[src/rtl/lc3b_types.sv]
// Shared LC-3b types for the mp1 datapath and its control unit.
// Provides the opcode and ALU op enums, the FSM state enum, and the
// 2-bit mux-select encodings driven by lc3b_control.
package lc3b_types;

  typedef enum logic [3:0] {
    op_br   = 4'b0000,
    op_add  = 4'b0001,
    op_ldb  = 4'b0010,
    op_stb  = 4'b0011,
    op_jsr  = 4'b0100,
    op_and  = 4'b0101,
    op_ldr  = 4'b0110,
    op_str  = 4'b0111,
    op_rti  = 4'b1000,
    op_not  = 4'b1001,
    op_ldi  = 4'b1010,
    op_sti  = 4'b1011,
    op_jmp  = 4'b1100,
    op_shf  = 4'b1101,
    op_lea  = 4'b1110,
    op_trap = 4'b1111
  } lc3b_opcode;

  typedef enum logic [2:0] {
    alu_add  = 3'd0,
    alu_and  = 3'd1,
    alu_not  = 3'd2,
    alu_pass = 3'd3,
    alu_sll  = 3'd4,
    alu_srl  = 3'd5,
    alu_sra  = 3'd6
  } lc3b_aluop;

  typedef enum logic [1:0] {
    pcmux_plus2   = 2'b00,  // pc + 2
    pcmux_br_off  = 2'b01,  // pc + (sext(offset9) << 1)
    pcmux_sr1     = 2'b10   // sr1_out (JMP target)
  } lc3b_pcmux_sel;

  typedef enum logic [1:0] {
    alumux_sr2     = 2'b00,  // sr2_out
    alumux_imm5    = 2'b01,  // sext(imm5)
    alumux_offset6 = 2'b10   // sext(offset6) << 1
  } lc3b_alumux_sel;

  typedef enum logic [1:0] {
    rfmux_alu      = 2'b00,  // alu_out
    rfmux_mdr      = 2'b01,  // mdr_out
    rfmux_pc_off9  = 2'b10   // pc + (sext(offset9) << 1)
  } lc3b_regfilemux_sel;

  typedef enum logic [3:0] {
    S_FETCH1,
    S_FETCH2,
    S_FETCH3,
    S_DECODE,
    S_ADD,
    S_AND,
    S_NOT,
    S_BR,
    S_BR_TAKEN,
    S_JMP,
    S_LEA,
    S_CALC_ADDR,
    S_LDR1,
    S_LDR2,
    S_STR1,
    S_STR2
  } lc3b_state;

  // Only word accesses are issued by this control unit.
  localparam logic [1:0] MEM_BYTE_ENABLE_WORD = 2'b11;

  // States that hold a memory strobe and wait for mem_resp.
  function automatic logic is_wait_state(input lc3b_state s);
    return (s == S_FETCH2) || (s == S_LDR1) || (s == S_STR2);
  endfunction

endpackage

[src/rtl/lc3b_mem_timer.sv]
// Memory wait-state watchdog for lc3b_control (built only when
// LC3B_MEM_TIMEOUT_EN is defined).
// Ports:
//   clk, reset     : clock and synchronous active-high reset
//   in_wait        : control FSM is in a memory wait state
//   mem_resp       : memory completion pulse
//   expired        : wait has lasted MEM_TIMEOUT cycles without mem_resp
`ifdef LC3B_MEM_TIMEOUT_EN
module lc3b_mem_timer #(
  parameter int unsigned MEM_TIMEOUT = 64
) (
  input  logic clk,
  input  logic reset,
  input  logic in_wait,
  input  logic mem_resp,
  output logic expired
);

  localparam logic [7:0] LAST_COUNT = 8'(MEM_TIMEOUT - 1);

  logic [7:0] cnt_reg;

  // The count equals the number of completed wait cycles, so the
  // MEM_TIMEOUT-th wait cycle is the one that expires.
  assign expired = in_wait & ~mem_resp & (cnt_reg == LAST_COUNT);

  // Every exit from a wait state happens on mem_resp or expiry, so
  // clearing there guarantees a zero count on the next wait entry.
  always_ff @(posedge clk) begin
    if (reset || !in_wait || mem_resp || expired) begin
      cnt_reg <= 8'd0;
    end else begin
      cnt_reg <= cnt_reg + 8'd1;
    end
  end

endmodule
`endif

[src/rtl/lc3b_control.sv]
// Multicycle control FSM for the LC-3b mp1 datapath.
// Sequences fetch / decode / execute and drives every load enable, mux
// select, ALU op and memory strobe as Moore outputs of the current state.
// Ports:
//   clk, reset              : clock, synchronous active-high reset
//   opcode, inst5, inst11   : fields from the instruction register
//   branch_enable           : nzp/cc match, meaningful in S_BR
//   mem_resp                : memory completion pulse
//   load_*                  : register load enables
//   *mux_sel, aluop         : datapath steering
//   mem_read/mem_write      : strobes held until mem_resp
//   mem_byte_enable         : always 2'b11
//   mem_error               : one-cycle wait timeout pulse
// Build option: LC3B_MEM_TIMEOUT_EN enables the wait-state watchdog
// (MEM_TIMEOUT cycles, legal 2..255); otherwise waits are unbounded.
module lc3b_control
  import lc3b_types::*;
#(
  parameter int unsigned MEM_TIMEOUT = 64
) (
  input  logic               clk,
  input  logic               reset,
  input  lc3b_opcode         opcode,
  input  logic               inst5,
  input  logic               inst11,
  input  logic               branch_enable,
  input  logic               mem_resp,
  output logic               load_pc,
  output logic               load_ir,
  output logic               load_regfile,
  output logic               load_mar,
  output logic               load_mdr,
  output logic               load_cc,
  output lc3b_pcmux_sel      pcmux_sel,
  output logic               marmux_sel,
  output logic               mdrmux_sel,
  output lc3b_alumux_sel     alumux_sel,
  output logic               storemux_sel,
  output lc3b_regfilemux_sel regfilemux_sel,
  output lc3b_aluop          aluop,
  output logic               mem_read,
  output logic               mem_write,
  output logic [1:0]         mem_byte_enable,
  output logic               mem_error
);

  lc3b_state state_reg;
  logic      timeout;

  // Ungated enables/strobes; reset masks them at the ports.
  logic ld_pc, ld_ir, ld_regfile, ld_mar, ld_mdr, ld_cc, rd, wr;

  // inst11 is reserved for the JSR/JSRR split and not decoded yet.
  logic unused_bits;
  assign unused_bits = ^{inst11, MEM_TIMEOUT[0]};

`ifdef LC3B_MEM_TIMEOUT_EN
  logic expired;

  lc3b_mem_timer #(
    .MEM_TIMEOUT(MEM_TIMEOUT)
  ) u_mem_timer (
    .clk     (clk),
    .reset   (reset),
    .in_wait (is_wait_state(state_reg)),
    .mem_resp(mem_resp),
    .expired (expired)
  );

  assign timeout   = expired;
  assign mem_error = expired & ~reset;
`else
  assign timeout   = 1'b0;
  assign mem_error = 1'b0;
`endif

  // State register with next-state decode. mem_resp is only looked at
  // in wait states, so stray responses elsewhere have no effect.
  always_ff @(posedge clk) begin
    if (reset) begin
      state_reg <= S_FETCH1;
    end else begin
      case (state_reg)
        S_FETCH1: state_reg <= S_FETCH2;
        S_FETCH2: begin
          if (mem_resp)     state_reg <= S_FETCH3;
          else if (timeout) state_reg <= S_FETCH1;
        end
        S_FETCH3: state_reg <= S_DECODE;
        S_DECODE: begin
          case (opcode)
            op_add:  state_reg <= S_ADD;
            op_and:  state_reg <= S_AND;
            op_not:  state_reg <= S_NOT;
            op_br:   state_reg <= S_BR;
            op_jmp:  state_reg <= S_JMP;
            op_lea:  state_reg <= S_LEA;
            op_ldr,
            op_str:  state_reg <= S_CALC_ADDR;
            default: state_reg <= S_FETCH1;
          endcase
        end
        S_BR:        state_reg <= branch_enable ? S_BR_TAKEN : S_FETCH1;
        S_CALC_ADDR: state_reg <= (opcode == op_str) ? S_STR1 : S_LDR1;
        S_LDR1: begin
          if (mem_resp)     state_reg <= S_LDR2;
          else if (timeout) state_reg <= S_FETCH1;
        end
        S_STR1: state_reg <= S_STR2;
        S_STR2: begin
          if (mem_resp || timeout) state_reg <= S_FETCH1;
        end
        default: state_reg <= S_FETCH1;
      endcase
    end
  end

  // Moore output decode.
  always_comb begin
    ld_pc          = 1'b0;
    ld_ir          = 1'b0;
    ld_regfile     = 1'b0;
    ld_mar         = 1'b0;
    ld_mdr         = 1'b0;
    ld_cc          = 1'b0;
    rd             = 1'b0;
    wr             = 1'b0;
    pcmux_sel      = pcmux_plus2;
    marmux_sel     = 1'b0;
    mdrmux_sel     = 1'b0;
    alumux_sel     = alumux_sr2;
    storemux_sel   = 1'b0;
    regfilemux_sel = rfmux_alu;
    aluop          = alu_add;
    case (state_reg)
      S_FETCH1: begin
        marmux_sel = 1'b1;
        ld_mar     = 1'b1;
      end
      S_FETCH2, S_LDR1: begin
        rd         = 1'b1;
        mdrmux_sel = 1'b1;
        ld_mdr     = 1'b1;
      end
      S_FETCH3: begin
        ld_ir = 1'b1;
        ld_pc = 1'b1;
      end
      S_ADD, S_AND: begin
        alumux_sel = inst5 ? alumux_imm5 : alumux_sr2;
        aluop      = (state_reg == S_AND) ? alu_and : alu_add;
        ld_regfile = 1'b1;
        ld_cc      = 1'b1;
      end
      S_NOT: begin
        aluop      = alu_not;
        ld_regfile = 1'b1;
        ld_cc      = 1'b1;
      end
      S_BR_TAKEN: begin
        pcmux_sel = pcmux_br_off;
        ld_pc     = 1'b1;
      end
      S_JMP: begin
        pcmux_sel = pcmux_sr1;
        ld_pc     = 1'b1;
      end
      S_LEA: begin
        regfilemux_sel = rfmux_pc_off9;
        ld_regfile     = 1'b1;
        ld_cc          = 1'b1;
      end
      S_CALC_ADDR: begin
        alumux_sel = alumux_offset6;
        ld_mar     = 1'b1;
      end
      S_LDR2: begin
        regfilemux_sel = rfmux_mdr;
        ld_regfile     = 1'b1;
        ld_cc          = 1'b1;
      end
      S_STR1: begin
        // Route the source register (IR[11:9]) through the ALU into MDR.
        storemux_sel = 1'b1;
        aluop        = alu_pass;
        ld_mdr       = 1'b1;
      end
      S_STR2: wr = 1'b1;
      default: ;
    endcase
  end

  assign load_pc         = ld_pc & ~reset;
  assign load_ir         = ld_ir & ~reset;
  assign load_regfile    = ld_regfile & ~reset;
  assign load_mar        = ld_mar & ~reset;
  assign load_mdr        = ld_mdr & ~reset;
  assign load_cc         = ld_cc & ~reset;
  assign mem_read        = rd & ~reset;
  assign mem_write       = wr & ~reset;
  assign mem_byte_enable = MEM_BYTE_ENABLE_WORD;

endmodule

[config.mk]
export PLATFORM = sky130hd
export DESIGN_NAME = lc3b_control
export DESIGN_NICKNAME = d
export VERILOG_FILES = /design/src/rtl/lc3b_types.sv /design/src/rtl/lc3b_mem_timer.sv /design/src/rtl/lc3b_control.sv
export SDC_FILE = /design/constraint.sdc
export NUM_CORES = 1
export LEC_CHECK = 0
export CORE_MARGIN = 2
export CORE_UTILIZATION = 43
export DETAILED_ROUTE_END_ITERATION = 8
export GPL_TIMING_DRIVEN = 0
export PLACE_DENSITY = 0.92
export SLEW_MARGIN = 20
export SYNTH_ARGS = -nofsm -noshare
export SYNTH_HDL_FRONTEND = slang
export SYNTH_SLANG_ARGS = --single-unit
export TNS_END_PERCENT = 20
[constraint.sdc]
create_clock -name clk -period 2.4 [get_ports clk]
set_input_delay 0.48 -clock clk [delete_from_list [all_inputs] [get_ports clk]]
set_output_delay 0.48 -clock clk [all_outputs]
set_load 0.1 [all_outputs]
Yosys cells after proc, flatten, opt, wreduce, memory -nomap -nowiden:

Memories as Yosys holds them, arrays and structs flattened.
Index checks and enable logic that the tools add are counted.

* register bits after elaboration: 4
* memory bits (read-only): 64
* output and inout bits: 23
* memories: 1

Memory list
* (no name shown): depth 16, width 4, rd ports 1, clocked after Yosys merged registers in 0, write ports 0, line lc3b_control.sv:91 `case (opcode)`

* equality and inequality tests: 19
* multiplexer cells: 21
* bitwise operators: 8
* reduce and logical (&&, ||, !) cells: 8

Operators with widths (count)
* 4-bit case mux with 9 select lines: 1
* 4-bit == test, second input constant: 8
* 4-bit by 3-bit == test with 1-bit output, second input constant: 5
* 4-bit 2-to-1 mux: 4
* 2-bit case mux with 2 select lines: 3
* 1-bit 2-to-1 mux: 11
* 4-bit by 2-bit == test with 1-bit output, second input constant: 2
* 1-bit AND: 7
* 2-bit inequality test, second input constant: 3
* 2-bit case mux with 3 select lines: 1
* 2-bit OR reduction: 3
* 3-bit OR reduction: 2
* 5-bit OR reduction: 1
* 4-bit by 1-bit == test with 1-bit output, second input constant: 1
* 4-bit zero test: 1
* 3-bit AND reduction: 1
* 2-bit 2-to-1 mux: 1
* 1-bit inverter: 1

Depth between registers and ports, before layout:

Gate-level depths: netlist of the first run.

* word-level depth: 4
* depth in mapped cells: 7
* depth with buffers taken out: 5

Least setup slack after synthesis of the first run:

OpenSTA, ideal clock, no wires.

* path type: reg2out
* start: register state_reg[0]
* end: output mem_read
* arrival time: 3718 ps
* slack: -1798 ps
* stages on the path, launching flop included: 6
* buffers on the path: 1
* cell sequence: dfxtp_1 -> buf_4 -> nor2b_1 -> nand2_1 -> a21oi_1 -> nor2b_1

* word-level cells in the longest chain between the ends: 4

Ends and longest elaborated chain
* start, declared: line lc3b_control.sv:47 `lc3b_state state_reg;`
* start signal, assigned: line lc3b_control.sv:103 `S_BR: state_reg <= branch_enable ? S_BR_TAKEN : S_FETCH1;`
* start signal, assigned: line lc3b_control.sv:104 `S_CALC_ADDR: state_reg <= (opcode == op_str) ? S_STR1 : S_LDR1;`
* 4-bit by 1-bit == test with 1-bit output or 4-bit == test (tied branches)
* 2-bit OR reduction (*)
* 1-bit 2-to-1 mux (*)
* via mdrmux_sel: line lc3b_control.sv:36 `output logic mdrmux_sel,`
* 1-bit AND (*): line lc3b_control.sv:199 `assign mem_read = rd & ~reset;`
* end, declared: line lc3b_control.sv:41 `output logic mem_read,`

The timed path passes the listed nets; every way through them passes the cells marked *.

Worst setup path in the final report of the first run:

* start: register state_reg[1]
* end: output aluop[0]

* word-level cells in the longest chain between the ends: 3

Ends and longest elaborated chain
* 4-bit by 3-bit == test with 1-bit output (on tied branches): line lc3b_control.sv:135, lc3b_control.sv:151
* 1-bit 2-to-1 mux or 2-bit OR reduction (tied branches): line lc3b_control.sv:151, lc3b_control.sv:135
* 2-bit case mux with 3 select lines (*): line lc3b_control.sv:135 `case (state_reg)`
* end, declared: line lc3b_control.sv:40 `output lc3b_aluop aluop,`

Every way passes the cells marked *; elsewhere a longest branch is shown, timed or not.

==> impl_results.md, run 1 <==
* Clock sink count at 4
* DP Area at 1020 um^2
* Pwr/cell area at 403 nW/um^2
* Final wirelength at 2000 um
* Initial antenna violation count at 0
* Crit-path cells: buf_4 > buf_2 > o21ai_0 > and2_1 > clkdlybuf4s15_2
* Via/cell ratio at 5.69
* # setup viols final at 0
* Synth cell types at 40
* Initial DRC Count at 17
* Top-count cell post-synth: nand2_1
* Met2 wire length at 1020 um
* Port bufs at 25
* Synth top area share at 11.4%
* Total track usage at 22.1%
* Least-Margin Pin Slew at 0.962 ns
* Final instance area at 1000 um^2
* Aggregate global routing overflow at 0
* Mapped cell area at 701 um^2
* WL met1 at 847 um
* Top Family by Delay on Critical Path: buffers and inverters
* Site Rows at 14
* Slowest Stage Delay on Critical Path at 0.45 ns
* Max Clock Skew at 0.00222 ns
* Mapped Cells at 105
* Crit path kind: flip-flop to output port
* TritonCTS clock tree: done
* Clock buffer depth at 2
* Area of the multi-input gates at 542 um^2
* Sequential share of the synthesized area at 11.4%
* Final Hold Fails at 0
* Most frequent cells after synthesis: nand2_1 (14), nor2_1 (10), a21oi_1 (8)
* Final period demand of the worst path at 2.33 ns
* First-pass GRT wire length at 3230 um
* Maximum vdd drop at 263 uV
* Detailed-placement wirelength estimate at 1450 um
* Routed Antenna Nets at 0
* Worst path required time at 1.92 ns
* Largest net degree at the start of global routing at 11
* Starting Density at 46.0%
* Hold Buf Count CTS at 0
* Post-synth EDFFs at 0
* Net Switching at 0.210 mW
* Yosys warns at 0
* Vias post-DR at 859
* Reg area at 80.1 um^2
* # IOs at 33
* Avg Cell Area, Syn at 6.67 um^2
* Switching Share at 52.0%
* Seq cells post-synth at 4
* Ys async rst share at 0%
* Yosys top cell by area: dfxtp_1
* Ys flop type: dfxtp_1
* Worst skew pair latency at 0.23 ns
* # diodes at 0
* Die Width at 44.4 um
* CTS buffer count at 3
* WL met3 at 124 um
* Leak pwr at 0.419 nW
* Combinational power share at 61.0%
* CP Capture Type: output port
* Number of fill cells at 141
* Crit path DAT at 1.85 ns
* Slew margin rel. at 36.2%
* Critical path buffer and inverter count at 3
* Slew Limit Fails at 0
* Die H at 44.4 um
* CP max stage cell: clkdlybuf4s15_2
* Maxcap violations at 0
* Reg power frac at 18.9%
* DRC viols at 0
* Pint at 0.194 mW
* Post-CTS Setup Inserts at 0
* Largest cells by area after synthesis: dfxtp_1 (11%), buf_6 (8.0%), buf_4 (7.5%), nand2_1 (7.5%), a21oi_1 (5.7%)
* Max reg flops at 4
* Synth-to-Final Area Change at 43.2%
* Period Utilization, post-route at 96.9%
* Core Region at 1520 um^2
* Status: finished clean
* Worst hold-check slack at 0.722 ns
* RSZ-0062 raised after global routing: true
* Crit start category: flip-flop
* CTS H-tree depth at 1
* Final Wtd Congestion at 0.970
* Die Area at 1970 um^2
* Fraction of layout cells with a size suffix above 1 at 35.6%
* Hold Crit Class: input pin to flip-flop
* Maximum fanout along the worst path at 10
* Clock share of power at 20.1%
* Clock transition at the registers of the reported paths at 0.04 ns
* DR WL/cell at 13.2 um
* Fmax at 0.430 GHz
* Top Layer Used: met4
* 1st-pass router iterations at 4
* Vias in the first global route at 735
* Root buf cell: clkbuf_4
* Final net count at 147
[through the flow]
stage	setup TNS, ns	instances	setup slack (ns)	power, mW	util [%]
after floorplan	-6.63	107	-0.836	0.277	-
after global placement	-6.86	148	-0.709	0.326	67.1
after detailed placement	-7.15	148	-0.719	0.329	67.1
after CTS	-0.209	151	-0.209	0.411	67.7
after global routing	-0.0427	151	-0.0427	0.430	65.8
final	0	151	0.0739	0.405	65.8
[cell families after synthesis]
logic type	Yosys count	share of synthesized area (%)
AND/OR/NAND/NOR	51	38.2
AO/OA/AOI/OAI	27	25.4
buffers and inverters	17	18.6
flip-flops	4	11.4
XOR/XNOR	2	2.50
multiplexers	2	2.86
other	2	1.07
[what timing repair did]
| action | 4_1_cts | 5_1_grt |
|---|---|---|
| gates resized for setup | 73 | 18 |
| gates cloned | 0 | 0 |
| setup endpoints to repair | 19 | 14 |
[placed cells by master, fill, tap and decap left out, types with 2 or more instances in the layout]
cell and count:
nor2_1 10, o21ai_0 5, clkdlybuf4s50_1 6, clkbuf_4 6, nand2b_1 4, dfxtp_1 4
a21oi_2 2, mux2i_1 2, a31oi_1 2, nor3_1 4, nor2b_1 5, buf_4 11
conb_1 4, buf_6 5, nor4_2 2, a21oi_1 6, buf_2 5, nand2_1 14
clkdlybuf4s15_2 4, clkbuf_2 5
[routing by layer]
| layer | up-vias | GRT usage [%] |
|---|---|---|
| li1 | 424 | - |
| met1 | 396 | 28.8 |
| met2 | 37 | 34.7 |
| met3 | 2 | 3.27 |
| met4 | 0 | 12.7 |
| met5 | - | 0 |
[worst register-to-register path: stages (launching register included)]
cell      delay, ns
dfxtp_1        0.41
buf_4          0.21
clkbuf_4       0.23
o21ai_0        0.12
a221oi_1       0.28
nor2_1         0.06
[cell type report]
cell class | count | share of cell area [%]
clock buffer | 3 | 2.24
inverter | 1 | 0.374
tap | 16 | 2.00
sequential | 4 | 7.98
multi-input combinational | 86 | 54.0
buffer | 16 | 13.1
timing repair buffer | 25 | 20.3
[power by group through the flow]
stage	clock, mW	combinational [mW]	sequential (mW)
6_report	0.0815	0.247	0.0765
5_1_grt	0.0932	0.260	0.0769
4_1_cts	0.0877	0.247	0.0761
3_5_place_dp	0	0.252	0.0771
3_3_place_gp	0	0.249	0.0769
2_1_floorplan	0	0.201	0.0752
[worst paths after layout]
check	start	depth (start not counted)	slack, ns	to
max reg2reg	state_reg[0]	5	0.96	state_reg[0]
max	state_reg[1]	5	0.07	aluop[0]
min	opcode[3]	5	0.72	state_reg[2]
min reg2reg	state_reg[1]	4	0.74	state_reg[1]
Note: power is estimated with default switching activity, not from simulation.
==> run 2: changes to the inputs <==
--- a/config.mk
+++ b/config.mk
@@ -7,6 +7,7 @@
 export LEC_CHECK = 0
 export CORE_MARGIN = 2
 export CORE_UTILIZATION = 43
+export CTS_CLUSTER_DIAMETER = 120
 export DETAILED_ROUTE_END_ITERATION = 8
 export GPL_TIMING_DRIVEN = 0
 export PLACE_DENSITY = 0.92
==> results of run 2 <==
The final DEF is identical to that of run 1; final timing and power are the same.
